$ cat src/rtl/spu_pkg.sv
// Package shared by the SPU event transmitter and the PMU receiver.
// Holds the default event-ID width, the event-ID type and the "no event" value.
package spu_pkg;
  localparam int EID_WIDTH = 8;

  typedef logic [EID_WIDTH-1:0] e_id_t;

  // e_id == 0 on the link means "no event this cycle"
  localparam e_id_t EID_NONE = '0;
endpackage

$ cat src/rtl/spu_event_tx_if.sv
// Source-side handshake bundle for spu_event_tx.
//   src_valid : per-source request, held until granted
//   src_eid   : per-source event ID, stable while valid
//   src_ready : one-hot grant from the transmitter (combinational)
// master = event sources, slave = transmitter.
interface spu_event_tx_if #(
  parameter int NUM_SRC   = 4,
  parameter int EID_WIDTH = spu_pkg::EID_WIDTH
);
  logic [NUM_SRC-1:0]                src_valid;
  logic [NUM_SRC-1:0][EID_WIDTH-1:0] src_eid;
  logic [NUM_SRC-1:0]                src_ready;

  modport master (output src_valid, output src_eid, input  src_ready);
  modport slave  (input  src_valid, input  src_eid, output src_ready);
endinterface

$ cat src/rtl/spu_evt_fifo.sv
// Small synchronous event FIFO.
//   push/din   : write din when push and not full
//   pop/head   : head is the oldest entry; pop removes it when not empty
//   flush      : synchronous clear, wins over push/pop
//   full/empty : status from registered pointers
//   count      : number of stored entries (0..DEPTH)
// Pointers carry one extra MSB so full and empty differ when the
// index bits are equal.
module spu_evt_fifo import spu_pkg::*; #(
  parameter int DEPTH = 4,
  parameter int W     = EID_WIDTH,
  localparam int AW   = $clog2(DEPTH)
) (
  input  logic         clk_i,
  input  logic         rst_i,
  input  logic         push,
  input  logic [W-1:0] din,
  input  logic         pop,
  input  logic         flush,
  output logic         full,
  output logic         empty,
  output logic [AW:0]  count,
  output logic [W-1:0] head
);
  logic [W-1:0] mem_q [DEPTH];
  logic [AW:0]  wr_ptr_q, wr_ptr_d;
  logic [AW:0]  rd_ptr_q, rd_ptr_d;
  logic         do_push, do_pop;

  assign count   = wr_ptr_q - rd_ptr_q;
  assign empty   = (wr_ptr_q == rd_ptr_q);
  assign full    = (count == (AW+1)'(DEPTH));
  assign head    = mem_q[rd_ptr_q[AW-1:0]];
  assign do_push = push && !full && !flush;
  assign do_pop  = pop && !empty && !flush;

  always_comb begin
    wr_ptr_d = wr_ptr_q;
    rd_ptr_d = rd_ptr_q;
    if (flush) begin
      wr_ptr_d = '0;
      rd_ptr_d = '0;
    end else begin
      if (do_push) wr_ptr_d = wr_ptr_q + (AW+1)'(1);
      if (do_pop)  rd_ptr_d = rd_ptr_q + (AW+1)'(1);
    end
  end

  always_ff @(posedge clk_i or posedge rst_i) begin
    if (rst_i) begin
      wr_ptr_q <= '0;
      rd_ptr_q <= '0;
    end else begin
      wr_ptr_q <= wr_ptr_d;
      rd_ptr_q <= rd_ptr_d;
    end
  end

  // Storage needs no reset: entries are only read between the pointers.
  always_ff @(posedge clk_i) begin
    if (do_push) mem_q[wr_ptr_q[AW-1:0]] <= din;
  end
endmodule

$ cat src/rtl/spu_event_tx.sv
// Transmit end of the SPU event interface feeding the PMU event counters.
// Round-robin arbitrates up to NUM_SRC event sources, buffers events in a
// small FIFO and drives one registered event ID per cycle on e_id_o
// (0 = no event).
//   clk_i, rst_i   : clock, asynchronous active-high reset
//   enable_i       : 0 blocks new grants, buffered events still drain
//   flush_i        : synchronous clear of buffered events and output
//   src_if (slave) : per-source valid / eid / one-hot ready
//   e_id_o         : registered event ID
//   sent_cnt_o     : nonzero IDs loaded into e_id_o (wraps)
//   drop_cnt_o     : zero-ID handshakes discarded (saturates)
module spu_event_tx #(
  parameter int NUM_SRC    = 4,
  parameter int EID_WIDTH  = spu_pkg::EID_WIDTH,
  parameter int FIFO_DEPTH = 4,
  parameter int CNT_WIDTH  = 32
) (
  input  logic                 clk_i,
  input  logic                 rst_i,
  input  logic                 enable_i,
  input  logic                 flush_i,
  spu_event_tx_if.slave        src_if,
  output logic [EID_WIDTH-1:0] e_id_o,
  output logic [CNT_WIDTH-1:0] sent_cnt_o,
  output logic [CNT_WIDTH-1:0] drop_cnt_o
);
  localparam int PTR_W = $clog2(NUM_SRC);
  localparam int AW    = $clog2(FIFO_DEPTH);

  logic [PTR_W-1:0]     rr_q, rr_d;
  logic [EID_WIDTH-1:0] e_id_q, e_id_d;
  logic [CNT_WIDTH-1:0] sent_q, sent_d;
  logic [CNT_WIDTH-1:0] drop_q, drop_d;

  logic                 fifo_full, fifo_empty, fifo_push, fifo_pop;
  logic [AW:0]          fifo_cnt;
  logic [EID_WIDTH-1:0] fifo_head;

  logic                 grant_ok, hs, hs_nz, hs_zero;
  logic [PTR_W-1:0]     gnt, cand;
  logic [EID_WIDTH-1:0] gid;
  logic [NUM_SRC-1:0]   ready;
  int                   idx;

  // Ready is combinational, so it is gated by reset explicitly.
  assign grant_ok = !rst_i && enable_i && !flush_i &&
                    (fifo_cnt < (AW+1)'(FIFO_DEPTH));

  // First valid source at or after rr_q, wrapping.
  always_comb begin
    hs   = 1'b0;
    gnt  = '0;
    idx  = 0;
    cand = '0;
    for (int i = 0; i < NUM_SRC; i++) begin
      idx = int'(rr_q) + i;
      if (idx >= NUM_SRC) idx = idx - NUM_SRC;
      cand = PTR_W'(idx);
      if (!hs && grant_ok && src_if.src_valid[cand]) begin
        hs  = 1'b1;
        gnt = cand;
      end
    end
  end

  always_comb begin
    ready = '0;
    if (hs) ready[gnt] = 1'b1;
  end
  assign src_if.src_ready = ready;

  assign gid     = src_if.src_eid[gnt];
  assign hs_nz   = hs && (gid != '0);
  assign hs_zero = hs && (gid == '0);

  // A new event only queues behind older ones; with an empty FIFO it
  // bypasses straight into the output register.
  assign fifo_pop  = !flush_i && !fifo_empty;
  assign fifo_push = hs_nz && !fifo_empty && !fifo_full;

  spu_evt_fifo #(
    .DEPTH (FIFO_DEPTH),
    .W     (EID_WIDTH)
  ) u_fifo (
    .clk_i (clk_i),
    .rst_i (rst_i),
    .push  (fifo_push),
    .din   (gid),
    .pop   (fifo_pop),
    .flush (flush_i),
    .full  (fifo_full),
    .empty (fifo_empty),
    .count (fifo_cnt),
    .head  (fifo_head)
  );

  always_comb begin
    if (flush_i)          e_id_d = '0;
    else if (!fifo_empty) e_id_d = fifo_head;
    else if (hs_nz)       e_id_d = gid;
    else                  e_id_d = '0;

    sent_d = sent_q + CNT_WIDTH'(|e_id_d);

    drop_d = drop_q;
    if (hs_zero && !(&drop_q)) drop_d = drop_q + CNT_WIDTH'(1);

    rr_d = rr_q;
    if (hs) rr_d = (gnt == PTR_W'(NUM_SRC-1)) ? '0 : gnt + PTR_W'(1);
  end

  always_ff @(posedge clk_i or posedge rst_i) begin
    if (rst_i) begin
      e_id_q <= '0;
      sent_q <= '0;
      drop_q <= '0;
      rr_q   <= '0;
    end else begin
      e_id_q <= e_id_d;
      sent_q <= sent_d;
      drop_q <= drop_d;
      rr_q   <= rr_d;
    end
  end

  assign e_id_o     = e_id_q;
  assign sent_cnt_o = sent_q;
  assign drop_cnt_o = drop_q;
endmodule

$ cat src/flat_wrapper.sv
// flat-port wrapper written by rule: the top's interface ports become plain ports
module spu_event_tx_flat 
#(
  parameter int NUM_SRC    = 4,
  parameter int EID_WIDTH  = spu_pkg::EID_WIDTH,
  parameter int FIFO_DEPTH = 4,
  parameter int CNT_WIDTH  = 32
)
  (clk_i, rst_i, enable_i, flush_i, e_id_o, sent_cnt_o, drop_cnt_o, src_if_src_valid, src_if_src_eid, src_if_src_ready);
  spu_event_tx_if #(.NUM_SRC(NUM_SRC), .EID_WIDTH(EID_WIDTH)) src_if_i ();
  input  logic clk_i;
  input  logic rst_i;
  input  logic enable_i;
  input  logic flush_i;
  output logic [EID_WIDTH-1:0] e_id_o;
  output logic [CNT_WIDTH-1:0] sent_cnt_o;
  output logic [CNT_WIDTH-1:0] drop_cnt_o;
  input wire logic [$bits(src_if_i.src_valid)-1:0] src_if_src_valid;
  input wire logic [$bits(src_if_i.src_eid)-1:0] src_if_src_eid;
  output wire logic [$bits(src_if_i.src_ready)-1:0] src_if_src_ready;
  assign src_if_i.src_valid = src_if_src_valid;
  assign src_if_i.src_eid = src_if_src_eid;
  assign src_if_src_ready = src_if_i.src_ready;
  spu_event_tx #(.NUM_SRC(NUM_SRC), .EID_WIDTH(EID_WIDTH), .FIFO_DEPTH(FIFO_DEPTH), .CNT_WIDTH(CNT_WIDTH)) u_core (.clk_i(clk_i), .rst_i(rst_i), .enable_i(enable_i), .flush_i(flush_i), .src_if(src_if_i), .e_id_o(e_id_o), .sent_cnt_o(sent_cnt_o), .drop_cnt_o(drop_cnt_o));
endmodule
$ cat config.mk
export PLATFORM = sky130hd
export DESIGN_NAME = spu_event_tx_flat
export DESIGN_NICKNAME = d
export VERILOG_FILES = /design/src/rtl/spu_pkg.sv /design/src/rtl/spu_event_tx_if.sv /design/src/rtl/spu_evt_fifo.sv /design/src/rtl/spu_event_tx.sv /design/src/flat_wrapper.sv
export SDC_FILE = /design/constraint.sdc
export NUM_CORES = 1
export LEC_CHECK = 0
export ABC_AREA = 1
export ABC_CLOCK_PERIOD_IN_PS = 6560
export BUFFER_PORTS_ARGS = -buffer_cell sky130_fd_sc_hd__buf_2
export CORE_MARGIN = 3
export CORE_UTILIZATION = 55
export DETAILED_ROUTE_END_ITERATION = 12
export PLACE_DENSITY = 0.79
export SLEW_MARGIN = 20
export SYNTH_ARGS = -nofsm -noshare
export SYNTH_HDL_FRONTEND = slang
export SYNTH_SLANG_ARGS = --single-unit
export TNS_END_PERCENT = 30
$ cat constraint.sdc
create_clock -name clk_i -period 6.56 [get_ports clk_i]
set_clock_uncertainty 0.05 [all_clocks]
set_input_delay 1.312 -clock clk_i [delete_from_list [all_inputs] [get_ports clk_i]]
set_output_delay 1.312 -clock clk_i [all_outputs]
set_load 0.005 [all_outputs]
## Yosys cells after proc, flatten, opt, wreduce, memory -nomap -nowiden

Memory sizes are Yosys's and may differ from the RTL's.
Index checks and enable logic that the tools add are counted.

| storage, ports and cells | value |
|---|---|
| word-level logic and storage cells | 104 |
| output and inout bits | 76 |
| register bits | 80 |
| memories | 1 |
| RAM bits | 32 |

Memories:

| memory | depth | width | rd ports | clocked after Yosys merged registers in | wr ports | RTL line | source |
|---|---|---|---|---|---|---|---|
| u_core.u_fifo.mem_q | 4 | 8 | 1 | 0 | 1 | spu_evt_fifo.sv:25 | `logic [W-1:0] mem_q [DEPTH];` |

| operators by class | value |
|---|---|
| $add $sub $neg | 13 |
| reductions and logical operators | 35 |
| equality and inequality tests | 3 |
| $lt $le $gt $ge | 11 |
| multiplexer cells | 35 |

Operator list:

| operator | number |
|---|---|
| 32-bit by 1-bit adder with 32-bit output | 1 |
| 32-bit by 1-bit adder with 32-bit output, second input constant | 1 |
| 8-bit two-way mux | 4 |
| 32-bit AND reduction | 1 |
| 1-bit logical AND | 21 |
| 2-bit two-way mux | 9 |
| 8-bit binary-select mux with 2-bit select | 1 |
| 2-bit by 3-bit < comparator with 1-bit output, second input constant | 5 |
| 3-bit two-way mux | 4 |
| 1-bit two-way mux | 11 |
| 3-bit >= comparator, second input constant | 3 |
| 1-bit binary-select mux with 2-bit select | 4 |
| 1-bit zero test | 8 |
| 8-bit zero test | 1 |
| 8-bit nonzero test | 1 |
| 8-bit OR reduction | 1 |
| 2-bit by 1-bit subtractor with 2-bit output, second input constant | 4 |
| 2-bit by 2-bit adder with 3-bit output, second input constant | 2 |
| 3-bit by 1-bit adder with 3-bit output, second input constant | 2 |
| 4-bit two-way mux | 1 |
| 2-bit nonzero test | 2 |
| 2-bit by 1-bit adder with 3-bit output, second input constant | 1 |
| 3-bit equality test | 1 |
| 3-bit equality test, second input constant | 1 |
| 7 further kinds | 7 |

## Depth between registers and ports, before layout

Gate-level depths: netlist of the first run.

| depth | value |
|---|---|
| depth in word-level cells | 28 |
| mapped depth | 35 |
| gate-level depth less buffers | 35 |

## By module

Synthesis of the first run repeated with hierarchy kept, for this count alone.

| second synthesis, totals | value |
|---|---|
| cell total of the unflattened synthesis | 711 |
| area total of the unflattened synthesis | 6192.2 µm² |

Modules (own cells, without submodules):

| module | instances | area each (µm²) | sequential area each (µm²) | cells each |
|---|---|---|---|---|
| spu_event_tx | 1 | 4449.3 | 1851.8 | 564 |
| spu_evt_fifo | 1 | 1742.9 | 1111.1 | 147 |

## Worst setup path before layout of the first run

No wires, ideal clock.

| path | value |
|---|---|
| path kind | input-to-reg |
| from | input port rst_i |
| to | register u_core.sent_q[31], in the netlist u_core.sent_cnt_o[31] |
| data arrival time | 6602 ps |
| stages | 30 |
| required time | 6387 ps |
| path slack | -214 ps |
| setup time | 123 ps |
| buffers on the path | 1 |
| cell sequence | inv_1 -> nand3_2 -> clkinv_1 -> nand2_1 -> nor2_2 -> nand4_4 -> nand2_4 -> buf_6 -> nand2_1 -> nand3_1 -> nand2_1 -> nand2_1 -> nor2_4 -> nand2_4 -> nand3_1 -> nand2_1 -> nand2_1 -> nand2_1 -> nor2_1 -> nand2_1 -> ha_1 -> nand2_1 -> nor2_1 -> nand4_1 -> nor3_1 -> nand2_1 -> nor3_1 -> and2_1 -> nand4_1 -> xnor2_1 |

| between the ends | value |
|---|---|
| longest elaborated chain between the ends | 27 |
| elaborated cells between the ends (all ways) | 31 |

RTL lines:

| element | RTL line | source |
|---|---|---|
| from (decl) | flat_wrapper.sv:12 | `input logic rst_i;` |
| 1-bit zero test (no line) (*) | - |  |
| 1-bit logical AND (*) (3 in a row) | spu_event_tx.sv:46 | `assign grant_ok = !rst_i && enable_i && !flush_i &&` |
| 1-bit logical AND | spu_event_tx.sv:59 | `if (!hs && grant_ok && src_if.src_valid[cand]) begin` |
| 1-bit two-way mux | spu_event_tx.sv:59 |  |
| 1-bit zero test | spu_event_tx.sv:59 |  |
| 1-bit logical AND (2 in a row) | spu_event_tx.sv:59 |  |
| 1-bit two-way mux | spu_event_tx.sv:59 |  |
| 1-bit zero test | spu_event_tx.sv:59 |  |
| [... 9 more ...] | - |  |
| 8-bit nonzero test | spu_event_tx.sv:73 | `assign hs_nz = hs && (gid != '0);` |
| 1-bit logical AND | spu_event_tx.sv:73 |  |
| 8-bit two-way mux (*) | spu_event_tx.sv:100 | `else if (hs_nz) e_id_d = gid;` |
| 8-bit two-way mux (*) | spu_event_tx.sv:99 | `else if (!fifo_empty) e_id_d = fifo_head;` |
| 8-bit two-way mux (*) | spu_event_tx.sv:98 | `if (flush_i) e_id_d = '0;` |
| 8-bit OR reduction (*) | spu_event_tx.sv:103 | `sent_d = sent_q + CNT_WIDTH'(\|e_id_d);` |
| 32-bit by 1-bit adder with 32-bit output (*) | spu_event_tx.sv:103 |  |
| via u_core.sent_d[31] | spu_event_tx.sv:32 | `logic [CNT_WIDTH-1:0] sent_q, sent_d;` |
| to (signal assigned) | spu_event_tx.sv:120 | `sent_q <= sent_d;` |
| to (decl) | spu_event_tx.sv:32 |  |

The timed path passes the listed nets; every way through them passes the cells marked *. The select of a mux whose other input is x is not followed.
A chain may end at the register's enable or synchronous reset.

## Final worst setup path of the first run

| path | value |
|---|---|
| from | register u_core.u_fifo.rd_ptr_q[1] |
| to | register u_core.sent_q[31], in the netlist u_core.sent_cnt_o[31] |

| between the ends | value |
|---|---|
| longest elaborated chain between the ends | 26 |
| elaborated cells between the ends (all ways) | 32 |

RTL lines:

| element | RTL line | source |
|---|---|---|
| from (decl) | spu_evt_fifo.sv:27 | `logic [AW:0] rd_ptr_q, rd_ptr_d;` |
| from (signal assigned) | spu_evt_fifo.sv:55 | `rd_ptr_q <= rd_ptr_d;` |
| 3-bit subtractor | spu_evt_fifo.sv:30 | `assign count = wr_ptr_q - rd_ptr_q;` |
| 3-bit < comparator | spu_event_tx.sv:47 | `(fifo_cnt < (AW+1)'(FIFO_DEPTH));` |
| 1-bit logical AND | spu_event_tx.sv:46 |  |
| 1-bit logical AND | spu_event_tx.sv:59 |  |
| 1-bit two-way mux | spu_event_tx.sv:59 |  |
| 1-bit zero test | spu_event_tx.sv:59 |  |
| 1-bit logical AND (2 in a row) | spu_event_tx.sv:59 |  |
| 1-bit two-way mux | spu_event_tx.sv:59 |  |
| [... 10 more ...] | - |  |
| 8-bit nonzero test | spu_event_tx.sv:73 |  |
| 1-bit logical AND | spu_event_tx.sv:73 |  |
| 8-bit two-way mux | spu_event_tx.sv:100 |  |
| 8-bit two-way mux (*) | spu_event_tx.sv:99 |  |
| 8-bit two-way mux (*) | spu_event_tx.sv:98 |  |
| 8-bit OR reduction (*) | spu_event_tx.sv:103 |  |
| 32-bit by 1-bit adder with 32-bit output (*) | spu_event_tx.sv:103 |  |
| via u_core.sent_d[31] | spu_event_tx.sv:32 |  |

Marks and branches as above.

==> flow_metrics.py, run 1 <==
metrics = {
    "job": {
        "maxCapViolations": 0,
    },
    "routing": {
        "drt_iter0_drc": 456,
        "met1_length_um": 6520,
        "final_antenna_net_count": 0,
        "vias": 5479,
        "wl_um": 14900,
        "top_layer": "met4",
        "vias_per_cell": 5.39,
        "dr.pass1.iters": 5,
        "drc": 0,
        "wl_met3_um": 1040,
        "wl_per_cell_um": 14.7,
        "dr_wl_met2_um": 7080,
    },
    "global_routing": {
        "antenna_found_initial": 0,
        "grt_max_degree": 42,
        "grt_pass1_vias": 5361,
        "grt_first_pass_wirelength_um": 25100,
        "grt.total_usage": 0.241,
        "grt.overflow.total": 0,
    },
    "finish": {
        "stdcell_count": 1016,
        "fin_nets": 926,
        "multi_input_area_sq_um": 2950,
        "num-fill-cells": 898,
        "post-route-util": 0.667,
        "sequential_cell_area_sq_um": 2960,
        "drive_gt1_frac": 0.200,
        "antenna_cells": 0,
        "fin_area_sq_um": 7360,
        "area_growth_pct": 16.2,
    },
    "sta": {
        "holdWs_ns": 0.436,
        "fin_tns_setup_ns": 0,
        "setup_viol": 0,
        "hold_viol_final": 0,
        "rsz0062_at_grt": "no",
        "slew_headroom": 0.426,
        "slew_violations": 0,
        "post-route-period-util": 0.867,
        "period_needed_ns": 5.69,
        "worstMarginPinSlew_ns": 0.858,
        "fmax_mhz": 176,
    },
    "setup_path": {
        "worstPathArrival_ns": 5.88,
        "required_ns": 6.75,
        "critPathSlowestCell": "dfrtp_1",
        "slowest_delay_ns": 0.57,
        "path_common_cell": "nand2_1",
        "cp-start-kind": "register",
        "critPathMaxFanout": 20,
        "path_buf_inv": 1,
        "critPathCaptureType": "register",
        "crit_type": "register to register",
        "path_delay_family": "simple AND/OR/NAND/NOR gates",
    },
    "place": {
        "place_area_sq_um": 7030,
        "io_buffer_count": 115,
        "place_congestion": 0.893,
        "post-place-cells": 1000,
        "dpl.hpwl_um": 11200,
    },
    "yosys": {
        "yosys_warnings": 0,
        "synth-seq-area-share": 0.468,
        "yosysTopAreaCell": "dfrtp_1",
        "synth_top_area_frac": 0.316,
        "async_reset_ff_frac": 0.714,
        "synth_ff_type": "dfrtp_1",
        "synth.distinct_cells": 41,
        "ys_ff_latch": 112,
        "postSynthAreaPerCell_sq_um": 8.38,
        "synth_commonest_cells": "nand2_1 (202), dfrtp_1 (80), nor2_1 (77)",
        "synth-edff-count": 32,
        "synth_fp_nets": 811,
        "syn_area_sq_um": 6340,
        "post-synth-top-count-cell": "nand2_1",
        "synth_area_leaders": "dfrtp_1 (32%), edfxtp_1 (15%), nand2_1 (12%), xor2_1 (5.8%), nand3_1 (4.9%)",
        "synthCells": 756,
    },
    "power_and_ir_drop": {
        "comb_power_share": 0.380,
        "leakage_nw": 3.79,
        "p_sw_frac": 0.399,
        "clock_power_share": 0.242,
        "p_switching_mw": 0.987,
        "power.density_nw_per_um2": 336,
        "p_int_mw": 1.49,
        "seqPwrFrac": 0.378,
        "vdd_drop_max_v": 0.000253,
    },
    "clocking": {
        "cts_tree": "built",
        "ctsResizeCount": 0,
        "htree_num_levels": 3,
        "clock-sinks": 112,
        "cts_max_path_buffers": 2,
        "cts-buffers-inserted": 9,
        "worstSkewPairLatency_ns": 0.35,
        "cts_hold_buffers": 0,
        "post_cts_buffers": 0,
        "clk_pin_slew_ns": 0.07,
        "cts_root_buffer": "clkbuf_16",
    },
    "floorplanning": {
        "core-area_sq_um": 11000,
        "die-width_um": 113,
        "rows": 38,
        "num_io_pins": 116,
        "initial_utilization": 0.574,
        "die_h_um": 113,
        "dieArea_sq_um": 12800,
    },
    "run_status": {
        "status": "finished, final reports clean",
    },
    "min_path": {
        "hp-class": "register to register",
    },
}
-- path summary, 6_finish.rpt --
check	from	slack [ns]	cells past startpoint	to
max in group asynchronous	rst_i	4.43	4	u_core.u_fifo.rd_ptr_q[2]$_DFFE_PP0P_
min in group asynchronous	rst_i	1.12	3	u_core.sent_cnt_o[26]$_DFF_PP0_
worst max-delay path	u_core.u_fifo.rd_ptr_q[1]$_DFFE_PP0P_	0.87	31	u_core.sent_cnt_o[31]$_DFF_PP0_
worst min register to register	u_core.sent_cnt_o[31]$_DFF_PP0_	0.44	1	u_core.sent_cnt_o[31]$_DFF_PP0_
worst min-delay path	u_core.sent_cnt_o[31]$_DFF_PP0_	0.44	1	u_core.sent_cnt_o[31]$_DFF_PP0_
worst max register to register	u_core.u_fifo.rd_ptr_q[1]$_DFFE_PP0P_	0.87	31	u_core.sent_cnt_o[31]$_DFF_PP0_
-- power by group through the flow --
| stage | registers, mW | clock network [mW] | logic, mW |
|---|---|---|---|
| finish | 0.934 | 0.598 | 0.940 |
| global route | 0.947 | 0.639 | 1.06 |
| CTS | 0.934 | 0.608 | 0.939 |
| detailed placement | 0.948 | 0 | 0.933 |
| global placement | 0.941 | 0 | 0.900 |
| floorplan | 0.919 | 0 | 0.691 |
-- flip-flops by register name, indices dropped and copies added (netlist names) --
name,count
u_core.u_fifo.mem_q,32
u_core.rr_q,2
u_core.drop_cnt_o,32
u_core.u_fifo.wr_ptr_q,3
u_core.e_id_o,8
u_core.u_fifo.rd_ptr_q,3
u_core.sent_cnt_o,32
-- cell type report --
class	instances	area share
Timing Repair Buffer	117	0.0802
Tap cell	140	0.0238
Sequential cell	112	0.402
Clock buffer	12	0.0393
Clock inverter	4	0.00629
Inverter	89	0.0472
Multi-Input combinational cell	542	0.401
-- per-stage QoR --
| stage | power (mW) | setup slack, ns |
|---|---|---|
| after floorplan | 1.61 | 0.452 |
| after global placement | 1.84 | 1.07 |
| after detailed placement | 1.88 | 0.810 |
| after CTS | 2.48 | 0.926 |
| after global routing | 2.65 | 0.301 |
| final | 2.47 | 0.874 |
-- cells by family after synthesis --
logic type	synth area share
AND/OR/NAND/NOR	0.313
buffers and inverters	0.0667
AO/OA/AOI/OAI	0.0377
flip-flops	0.468
XOR/XNOR	0.0853
adder cells (fa/ha/maj)	0.0296
-- metal layers --
metal,vias up,global-route usage
li1,2679,-
met4,0,0.0785
met3,26,0.0540
met5,-,0
met2,227,0.391
met1,2547,0.324
-- placed cells by master (no fill, tap or decap), drive strengths merged, types with 11 or more instances in the layout --
cell type,count
nor2,82
nand4,21
dfrtp,80
xor2,42
ha,15
edfxtp,32
nand3,67
clkbuf,12
nor4,11
buf,117
xnor2,18
o21ai,31
nor3,23
nand2,215
inv,84
Note: power is estimated with default switching activity, not from simulation.
==> run 2, diff against run 1 <==
--- a/config.mk
+++ b/config.mk
@@ -8,10 +8,13 @@
 export ABC_AREA = 1
 export ABC_CLOCK_PERIOD_IN_PS = 6560
 export BUFFER_PORTS_ARGS = -buffer_cell sky130_fd_sc_hd__buf_2
+export CELL_PAD_IN_SITES_DETAIL_PLACEMENT = 2
+export CELL_PAD_IN_SITES_GLOBAL_PLACEMENT = 2
 export CORE_MARGIN = 3
-export CORE_UTILIZATION = 55
+export CORE_UTILIZATION = 33
+export CTS_CLUSTER_DIAMETER = 30
 export DETAILED_ROUTE_END_ITERATION = 12
-export PLACE_DENSITY = 0.79
+export PLACE_DENSITY_LB_ADDON = 0.1
 export SLEW_MARGIN = 20
 export SYNTH_ARGS = -nofsm -noshare
 export SYNTH_HDL_FRONTEND = slang
==> run 2 against run 1 <==
  * Non-clock buffer count stayed put
  * Register-to-register slack worse by 0.11 ns
  * Sequential share of layout area is 0.50 points lower
  * Die area is 63% higher
  * Count of clock-buffer cells in the layout stayed put
  * Utilization is 27 points lower
  * Power is 1.6% higher
  * Global-route usage is 4.1 points lower
  * Clock power is 5.0% lower
  * Critical path depth stayed put
  * Critical endpoint unchanged
==> flow_metrics.py, run 2 (synthesis gave the netlist of run 1 again) <==
metrics = {
    "floorplanning": {
        "dieArea_sq_um": 20900,
        "die_h_um": 145,
        "initial_utilization": 0.338,
        "core-area_sq_um": 18800,
        "num_io_pins": 116,
        "rows": 50,
        "die-width_um": 145,
    },
    "clocking": {
        "clk_pin_slew_ns": 0.08,
        "cts-buffers-inserted": 9,
        "htree_num_levels": 3,
        "cts_max_path_buffers": 2,
        "cts_hold_buffers": 0,
        "cts_root_buffer": "clkbuf_16",
        "worstSkewPairLatency_ns": 0.36,
        "cts_tree": "built",
        "clock-sinks": 112,
    },
    "job": {
        "maxCapViolations": 0,
    },
    "setup_path": {
        "r2r-start": "u_core.u_fifo.rd_ptr_q[1]$_DFFE_PP0P_",
        "crit_path_start": "u_core.u_fifo.rd_ptr_q[1]$_DFFE_PP0P_",
        "required_ns": 6.76,
        "rr_worst_depth": 31,
        "critPathCaptureType": "register",
        "path_common_cell": "nand2_1",
        "slowest_delay_ns": 0.62,
        "crit_type": "register to register",
        "cp-start-kind": "register",
        "critPathSlowestCell": "dfrtp_1",
        "worstPathArrival_ns": 6.00,
        "critPathMaxFanout": 20,
    },
    "power_and_ir_drop": {
        "p_int_mw": 1.43,
        "p_sw_frac": 0.431,
        "power.density_nw_per_um2": 337,
        "power_mw": 2.51,
        "clock_power_share": 0.226,
        "leakage_nw": 3.77,
        "p_switching_mw": 1.08,
        "comb_power_share": 0.399,
        "seqPwrFrac": 0.375,
        "vdd_drop_max_v": 0.000134,
    },
    "sta": {
        "hold_viol_final": 0,
        "post-route-period-util": 0.883,
        "rsz0062_at_grt": "no",
        "slew_violations": 0,
        "period_needed_ns": 5.80,
        "fin_tns_setup_ns": 0,
        "setup_viol": 0,
        "fmax_mhz": 173,
        "slew_headroom": 0.445,
        "worstMarginPinSlew_ns": 0.830,
    },
    "finish": {
        "final_cell_mix": "nand2_1 (202), buf_2 (115), dfrtp_1 (80)",
        "fin_nets": 926,
        "mostFrequentLayoutCell": "nand2_1",
        "num-fill-cells": 2212,
        "area_growth_pct": 17.7,
        "drive_gt1_frac": 0.203,
        "antenna_cells": 0,
    },
    "global_routing": {
        "antenna_found_initial": 0,
        "grt.total_usage": 0.201,
        "grt.overflow.total": 0,
        "grt_first_pass_wirelength_um": 33200,
        "grt_pass1_vias": 6130,
        "grt_max_degree": 56,
    },
    "routing": {
        "dr.pass1.iters": 4,
        "vias_per_cell": 5.06,
        "wl_per_cell_um": 18.3,
        "drt_iter0_drc": 232,
        "vias": 5615,
        "final_antenna_net_count": 0,
        "wl_um": 20300,
        "drc": 0,
    },
    "min_path": {
        "hold_depth": 1,
        "hp-class": "register to register",
        "min_from": "u_core.sent_cnt_o[31]$_DFF_PP0_",
    },
    "run_status": {
        "status": "finished, final reports clean",
    },
    "place": {
        "place_congestion": 0.802,
        "io_buffer_count": 115,
        "dpl.hpwl_um": 15500,
    },
}
[run 2: changes by cell type in the layout (fill, tap and decap cells not counted)]
cell       previous run  this run
clkinv_4              1         3
nor3_2                1         2
bufinv_16             1         0
nor3_1               21        20
clkbuf_16            11         9
clkbuf_8              1         3
clkinv_2              1         0
clkinv_1              4         2
inv_8                 0         1
inv_4                 2         3
[run 2: stage by stage]
step / util / setup WS [ns] / hold WS, ns / area, sq um / std cells
4_1_cts: 0.397 / 0.471 / 0.431 / 7450 / 1110
6_report: 0.397 / 0.765 / 0.431 / 7450 / 1110
2_1_floorplan: - / 0.452 / 0.418 / 6340 / 756
3_5_place_dp: 0.381 / 0.538 / 0.420 / 7140 / 1094
3_3_place_gp: 0.381 / 0.803 / 0.412 / 7140 / 1094
5_1_grt: 0.397 / 0.0350 / 0.443 / 7450 / 1110
[run 2: final timing paths]
kind	to	slack (ns)
max	u_core.sent_cnt_o[31]$_DFF_PP0_	0.76
min	u_core.sent_cnt_o[31]$_DFF_PP0_	0.43
max reg2reg	u_core.sent_cnt_o[31]$_DFF_PP0_	0.76
min reg2reg	u_core.sent_cnt_o[31]$_DFF_PP0_	0.43
max in group asynchronous	u_core.rr_q[0]$_DFFE_PP0P_	4.30
min in group asynchronous	u_core.sent_cnt_o[3]$_DFF_PP0_	1.03
[run 2: layout make-up]
class	count	area, sq um	share of cell area
flip-flops and latches	112	2960	0.397
multi-input cells	542	2960	0.396
repair buffers	117	591	0.0792
inverters	89	352	0.0472
well taps	234	293	0.0393
clock buffers	12	267	0.0358
clock inverters	4	35.0	0.00470
[run 2: repair_timing]
action	CTS	global route
resized for setup	0	2
endpoints found under the setup margin	0	3
buffers inserted	0	0
[run 2: critical path, delay by kind of cell, from the launching register on]
| kind | cells | cell delay [ns] |
|---|---|---|
| buffers and inverters | 1 | 0.35 |
| AND/OR/NAND/NOR | 26 | 3.75 |
| XOR/XNOR | 1 | 0.13 |
| AO/OA/AOI/OAI | 1 | 0.21 |
| flip-flops | 1 | 0.62 |
| adder cells (fa/ha/maj) | 2 | 0.59 |
[run 2: metal layers]
layer / vias up / wire, um / track usage
met2: 112 / 9810 / 0.342
met5: - / 0 / 0
met1: 2819 / 9680 / 0.271
met4: 0 / 110 / 0.0304
li1: 2677 / - / -
met3: 7 / 715 / 0.0384
[run 2: power groups by stage]
stage | Clock (mW) | Combinational [mW] | Sequential, mW
6_report | 0.568 | 1.00 | 0.942
2_1_floorplan | 0 | 0.691 | 0.919
4_1_cts | 0.586 | 1.02 | 0.944
3_5_place_dp | 0 | 0.999 | 0.959
3_3_place_gp | 0 | 0.947 | 0.951
5_1_grt | 0.616 | 1.15 | 0.959
